===== src/rtl/m_wb_ledctrl_if.sv =====
// ----------------------------------------------------------------------------
// m_wb_ledctrl_if
// Wishbone classic bus bundle between the midgetv core (master) and the
// LED/GPIO peripheral m_wb_ledctrl (slave).
//   CYC_I, STB_I, WE_I : cycle, strobe, write enable (master -> slave)
//   ADR_I[1:0]         : word select, core ADR_O[3:2]  (master -> slave)
//   DAT_I[31:0]        : write data                    (master -> slave)
//   DAT_O[31:0]        : read data, valid with ACK_O   (slave -> master)
//   ACK_O              : registered acknowledge        (slave -> master)
// ----------------------------------------------------------------------------
interface m_wb_ledctrl_if;
   logic        CYC_I;
   logic        STB_I;
   logic        WE_I;
   logic [1:0]  ADR_I;
   logic [31:0] DAT_I;
   logic [31:0] DAT_O;
   logic        ACK_O;

   modport master (
      output CYC_I, STB_I, WE_I, ADR_I, DAT_I,
      input  DAT_O, ACK_O
   );

   modport slave (
      input  CYC_I, STB_I, WE_I, ADR_I, DAT_I,
      output DAT_O, ACK_O
   );
endinterface


===== src/rtl/m_wb_ledctrl.sv =====
// ----------------------------------------------------------------------------
// m_wb_ledctrl
// Wishbone LED/GPIO output slave for midgetv board tops. NLED channels with
// static value, per-channel blink driven by a shared prescaler, and an
// optional global PWM dimmer.
//
// Register map (ADR_I): 0 OUT, 1 MODE (1 = blink), 2 PRESC (blink half-period
// minus 1), 3 DUTY (PWM duty). Reads are zero-extended to 32 bits.
//
// Build option: define LEDCTRL_PWM_EN to build DUTY, the PWM counter and the
// output gating; otherwise address 3 reads 0 and ignores writes.
//
// Ports:
//   CLK_I        : clock, rising edge
//   RST_NI       : asynchronous active-low reset
//   wb           : Wishbone slave modport (CYC/STB/WE/ADR/DAT_I in, DAT_O/ACK_O out)
//   corerunning  : core status input
//   led          : registered LED pins
//   led_run      : registered copy of corerunning
// ----------------------------------------------------------------------------
module m_wb_ledctrl #(
   parameter int unsigned NLED = 4,
   parameter int unsigned PW   = 24
) (
   input  logic            CLK_I,
   input  logic            RST_NI,
   m_wb_ledctrl_if.slave   wb,
   input  logic            corerunning,
   output logic [NLED-1:0] led,
   output logic            led_run
);

   logic [NLED-1:0] r_out;
   logic [NLED-1:0] r_mode;
   logic [PW-1:0]   r_presc;
   logic [PW-1:0]   r_pcnt;
   logic            r_phase;
   logic            r_ack;
   logic [31:0]     r_dat;
   logic [NLED-1:0] r_led;
   logic            r_led_run;

   logic            w_req;
   logic            w_wr;
   logic            w_presc_wr;
   logic            w_pwmon;
   logic [31:0]     w_rdata;
   logic [NLED-1:0] w_led_d;
   logic            w_unused;

`ifdef LEDCTRL_PWM_EN
   logic [7:0]      r_duty;
   logic [7:0]      r_pwmcnt;
`endif

   // ~ACK_O in the request term makes a held strobe commit only once.
   assign w_req      = wb.CYC_I & wb.STB_I & ~r_ack;
   assign w_wr       = w_req & wb.WE_I;
   assign w_presc_wr = w_wr & (wb.ADR_I == 2'd2);

   // Upper write-data bits are don't-care; fold them so nothing dangles.
   assign w_unused = ^wb.DAT_I;

   always_comb begin
      w_rdata = '0;
      case (wb.ADR_I)
         2'd0:    w_rdata = 32'(r_out);
         2'd1:    w_rdata = 32'(r_mode);
         2'd2:    w_rdata = 32'(r_presc);
`ifdef LEDCTRL_PWM_EN
         2'd3:    w_rdata = 32'(r_duty);
`endif
         default: w_rdata = '0;
      endcase
   end

   // Bus side: acknowledge, read data and OUT/MODE commits.
   always_ff @(posedge CLK_I or negedge RST_NI) begin
      if (!RST_NI) begin
         r_ack  <= 1'b0;
         r_dat  <= '0;
         r_out  <= '0;
         r_mode <= '0;
      end else begin
         r_ack <= w_req;
         r_dat <= w_req ? w_rdata : 32'd0;
         if (w_wr) begin
            case (wb.ADR_I)
               2'd0:    r_out  <= wb.DAT_I[NLED-1:0];
               2'd1:    r_mode <= wb.DAT_I[NLED-1:0];
               default: ;
            endcase
         end
      end
   end

   // Blink prescaler; a PRESC write restarts the low half-period and
   // overrides a coincident terminal count.
   always_ff @(posedge CLK_I or negedge RST_NI) begin
      if (!RST_NI) begin
         r_presc <= '1;
         r_pcnt  <= '0;
         r_phase <= 1'b0;
      end else if (w_presc_wr) begin
         r_presc <= wb.DAT_I[PW-1:0];
         r_pcnt  <= '0;
         r_phase <= 1'b0;
      end else if (r_pcnt == r_presc) begin
         r_pcnt  <= '0;
         r_phase <= ~r_phase;
      end else begin
         r_pcnt  <= r_pcnt + PW'(1);
      end
   end

`ifdef LEDCTRL_PWM_EN
   always_ff @(posedge CLK_I or negedge RST_NI) begin
      if (!RST_NI) begin
         r_duty   <= 8'hFF;
         r_pwmcnt <= 8'd0;
      end else begin
         r_pwmcnt <= r_pwmcnt + 8'd1;
         if (w_wr && (wb.ADR_I == 2'd3)) begin
            r_duty <= wb.DAT_I[7:0];
         end
      end
   end

   // 255 is special-cased so full duty is truly always on.
   assign w_pwmon = (r_duty == 8'hFF) | (r_pwmcnt < r_duty);
`else
   assign w_pwmon = 1'b1;
`endif

   assign w_led_d = ((r_mode & r_out & {NLED{r_phase}}) | (~r_mode & r_out))
                    & {NLED{w_pwmon}};

   always_ff @(posedge CLK_I or negedge RST_NI) begin
      if (!RST_NI) begin
         r_led     <= '0;
         r_led_run <= 1'b0;
      end else begin
         r_led     <= w_led_d;
         r_led_run <= corerunning;
      end
   end

   assign wb.ACK_O = r_ack;
   assign wb.DAT_O = r_dat;
   assign led      = r_led;
   assign led_run  = r_led_run;

endmodule


===== src/flat_wrapper.sv =====
// flat-port wrapper written by rule: the top's interface ports become plain ports
module m_wb_ledctrl_flat 
#(
   parameter int unsigned NLED = 4,
   parameter int unsigned PW   = 24
)
  (CLK_I, RST_NI, corerunning, led, led_run, wb_CYC_I, wb_STB_I, wb_WE_I, wb_ADR_I, wb_DAT_I, wb_DAT_O, wb_ACK_O);
  m_wb_ledctrl_if wb_i ();
  input  logic CLK_I;
  input  logic RST_NI;
  input  logic corerunning;
  output logic [NLED-1:0] led;
  output logic led_run;
  input wire logic [$bits(wb_i.CYC_I)-1:0] wb_CYC_I;
  input wire logic [$bits(wb_i.STB_I)-1:0] wb_STB_I;
  input wire logic [$bits(wb_i.WE_I)-1:0] wb_WE_I;
  input wire logic [$bits(wb_i.ADR_I)-1:0] wb_ADR_I;
  input wire logic [$bits(wb_i.DAT_I)-1:0] wb_DAT_I;
  output wire logic [$bits(wb_i.DAT_O)-1:0] wb_DAT_O;
  output wire logic [$bits(wb_i.ACK_O)-1:0] wb_ACK_O;
  assign wb_i.CYC_I = wb_CYC_I;
  assign wb_i.STB_I = wb_STB_I;
  assign wb_i.WE_I = wb_WE_I;
  assign wb_i.ADR_I = wb_ADR_I;
  assign wb_i.DAT_I = wb_DAT_I;
  assign wb_DAT_O = wb_i.DAT_O;
  assign wb_ACK_O = wb_i.ACK_O;
  m_wb_ledctrl #(.NLED(NLED), .PW(PW)) u_core (.CLK_I(CLK_I), .RST_NI(RST_NI), .wb(wb_i), .corerunning(corerunning), .led(led), .led_run(led_run));
endmodule

===== config.mk =====
export PLATFORM = sky130hd
export DESIGN_NAME = m_wb_ledctrl_flat
export DESIGN_NICKNAME = d
export VERILOG_FILES = /design/src/rtl/m_wb_ledctrl_if.sv /design/src/rtl/m_wb_ledctrl.sv /design/src/flat_wrapper.sv
export SDC_FILE = /design/constraint.sdc
export NUM_CORES = 1
export LEC_CHECK = 0
export ABC_CLOCK_PERIOD_IN_PS = 3600
export CAP_MARGIN = 5
export CORE_UTILIZATION = 55
export DETAILED_ROUTE_END_ITERATION = 8
export GPL_TIMING_DRIVEN = 0
export PLACE_DENSITY = 0.94
export SLEW_MARGIN = 30
export SYNTH_ARGS = -nofsm -noshare
export SYNTH_HDL_FRONTEND = slang
export SYNTH_SLANG_ARGS = --single-unit

===== constraint.sdc =====
create_clock -name CLK_I -period 3.6 [get_ports CLK_I]
set_input_delay 0.54 -clock CLK_I [delete_from_list [all_inputs] [get_ports CLK_I]]
set_output_delay 0.54 -clock CLK_I [all_outputs]
set_load 0.005 [all_outputs]

==> results.py <==
metrics = {
    "run_status": {
        "status": "finished with violations",
        "violations": "design-rule violations",
    },
    "worst_setup_path": {
        "crit_arrival_ns": 2.34,
        "crit_required_ns": 3.85,
        "rr_worst_depth": 6,
        "endpoint_kind": "flip-flop",
        "path_class": "reg -> reg",
        "timing.rr.start": "u_core.r_presc[18]",
        "critPathLaunchType": "flip-flop",
        "critPathMaxFanout": 10,
        "r2r-end": "u_core.r_pcnt[19]",
        "worst-r2r-setup-slack_ns": 1.51,
    },
    "clocking": {
        "clock-sinks": 87,
        "clkSlewWorstSetupHoldPaths_ns": 0.09,
        "htreeDepth": 3,
        "hold_buffers": 0,
        "postCtsResizedCells": 0,
        "cts_buffers": 9,
        "clkLatencyLatePin_ns": 0.36,
        "cts_buffer_depth": 2,
        "cts_root_buf": "clkbuf_8",
        "cts_tree": "built",
        "cts_setup_buffers": 0,
    },
    "synthesis": {
        "yosys.area.top_type": "dfrtp_1",
        "synth-edff-count": 0,
        "async_reset_ff_frac": 1.00,
        "ys_warn_count": 0,
        "synth_common_cells": "63 x dfrtp_1, 38 x xor2_1, 36 x nor2_1",
        "syn_avg_cell_area_um2": 12.4,
        "syn_inst": 305,
        "synth-seq-area-share": 0.584,
        "syn_area_um2": 3780,
        "yosys_register_bits": 87,
        "synthTopCellsByArea": "dfrtp_1 42%, dfstp_2 17%, mux2_2 9.5%",
        "yosys.area.top_type_share": 0.417,
        "yosys.cell_count.top_type": "dfrtp_1",
        "ys.flop_type": "dfrtp_1",
        "synthDistinctLibCells": 37,
    },
    "power_and_ir_drop": {
        "power.switching_w": 0.000727,
        "p_leak_nw": 2.20,
        "intPower_w": 0.00184,
        "peakVddDrop_mv": 0.245,
        "p_total_w": 0.00257,
        "p_seq_frac": 0.519,
        "switching_share": 0.283,
        "p_comb_frac": 0.187,
        "p_per_area_nw_per_um2": 540,
        "clkPwrFrac": 0.294,
    },
    "floorplanning": {
        "die_x_um": 84.9,
        "num_rows": 29,
        "dieArea_um2": 7210,
        "fp.coreArea_um2": 6490,
        "chipHeight_um": 84.9,
        "initial_core_util": 0.582,
        "io_pins": 78,
    },
    "sta": {
        "rsz0062_at_grt": "false",
        "period_share": 0.582,
        "max_freq_ghz": 0.477,
        "clock_skew_ns": 0.0119,
        "finalHoldViolCount": 0,
        "fin_crit_ns": 2.09,
        "setup_viol": 0,
        "drv_slew": 0,
        "tightest_slew_ns": 0.513,
        "max_slew_margin": 0.655,
    },
    "grt": {
        "gr-total-overflow": 0,
        "grt_pass1_wl_um": 13100,
        "track_usage": 0.242,
        "grt_pass1_vias": 2671,
        "grt_max_degree": 48,
        "antenna_found_initial": 0,
    },
    "routing": {
        "postRouteAntennaNets": 0,
        "drc": 7,
        "wl_um": 8140,
        "dr_wl_met2_um": 4200,
        "wl_met1_um": 3270,
        "maxUsedRoutingLayer": "met4",
        "routedWlPerCell_um": 17.5,
        "vias_per_cell": 5.46,
        "wl_met3_um": 411,
        "vias": 2545,
        "first_iter_violations": 206,
        "first_pass_iters": 8,
    },
    "finish": {
        "synthToLayoutAreaGrowth_pct": 25.8,
        "post-route-util": 0.732,
        "final_nets": 425,
        "stdcell_count": 466,
        "layout-drive-gt1-share": 0.244,
        "n_antenna_cell": 0,
        "final_area_um2": 4750,
    },
    "place": {
        "post_dp_cell_area_um2": 4530,
        "place_congestion": 0.903,
        "dp_cells": 450,
        "port_buffers": 60,
        "dp_hpwl_um": 5700,
    },
    "run": {
        "maxCapViolations": 0,
    },
    "worst_hold_path": {
        "hold_path.class": "in -> async",
    },
}
[through the flow]
step	hold slack [ns]	worst slack [ns]	setup TNS [ns]
floorplan	0.244	1.95	0
global placement	0.476	-0.864	-54.26
detailed placement	0.467	1.26	0
CTS	0.0879	1.51	0
global route	0.107	1.35	0
finish	0.0725	1.51	0
[cells in the final DEF, fill, tap and decap left out, types with 2 or more instances in the layout]
cell type and n:
a21oi_1 4, clkbuf_8 9, inv_1 5, clkdlybuf4s50_1 59, clkinv_4 2, clkbuf_1 3
nand2_1 8, xnor2_1 8, mux2_2 32, mux2i_1 4, nor4_1 7, bufinv_16 2
a21boi_0 4, dfrtp_1 63, and4_1 2, nand4_1 7, buf_2 6, and3_1 2
dfstp_2 24, and2_1 20, nand3_1 8, conb_1 8, nor2_1 36, xor2_1 38
buf_4 8
[area by class of cell]
type | count | area [um2]
Clock buffer | 10 | 128
Sequential cell | 87 | 2210
Timing Repair Buffer | 61 | 629
Tap cell | 77 | 96.3
Multi-Input combinational cell | 204 | 1480
Fill cell | 377 | 1740
Clock inverter | 6 | 93.8
Buffer | 16 | 97.6
Inverter | 5 | 18.8
[worst max-delay path by stage]
stage / start / to / slack (ns) / cells after the start
after floorplan: wb_ADR_I[1] / u_core.r_presc[0] / 1.95 / 5
after global placement: RST_NI / u_core.wb.DAT_O[17] / -0.86 / 1
after detailed placement: wb_CYC_I / u_core.r_pcnt[16] / 1.26 / 7
after CTS: u_core.r_presc[18] / u_core.r_pcnt[19] / 1.51 / 6
after global routing: u_core.r_presc[18] / u_core.r_pcnt[19] / 1.35 / 6
final: u_core.r_presc[18] / u_core.r_pcnt[19] / 1.51 / 6
[worst max-delay path, stage by stage, from the launching register on]
cell and delay (ns):
dfstp_2 0.57, xor2_1 0.11, nor4_1 0.36, nand4_1 0.21, o21ai_2 0.34, buf_2 0.29, nor2_1 0.09
[sequential cells by signal (all words and copies together) (netlist names)]
name,count
u_core.led_run,1
u_core.led,4
u_core.wb.ACK_O,1
u_core.r_presc,24
u_core.r_mode,4
u_core.r_pcnt,24
u_core.wb.DAT_O,24
u_core.r_out,4
u_core.r_phase,1
[per-layer routing]
layer | global-route usage | vias up
met5 | 0 | -
met3 | 0.0457 | 23
met2 | 0.419 | 99
li1 | - | 1165
met1 | 0.290 | 1258
met4 | 0.123 | 0
[power groups by stage]
stage | Clock, W | Sequential [W] | Combinational, W
after detailed placement | 0 | 0.00134 | 0.000473
after global routing | 0.000791 | 0.00135 | 0.000523
after global placement | 0 | 0.00133 | 0.000445
after floorplan | 0 | 0.00130 | 0.000304
after CTS | 0.000753 | 0.00133 | 0.000482
final | 0.000754 | 0.00133 | 0.000479
[cells by family (layout without fill, tap and decap cells)]
family,after synthesis,in the layout,synth area share
AND/OR/NAND/NOR,102,102,0.150
flip-flops,87,87,0.584
XOR/XNOR,46,46,0.107
multiplexers,36,36,0.106
buffers and inverters,21,98,0.0308
AO/OA/AOI/OAI,11,11,0.0189
adder cells (fa/ha/maj),1,1,0.00331
other,1,8,0.000992
No activity file was read; power rests on OpenSTA's default activity.
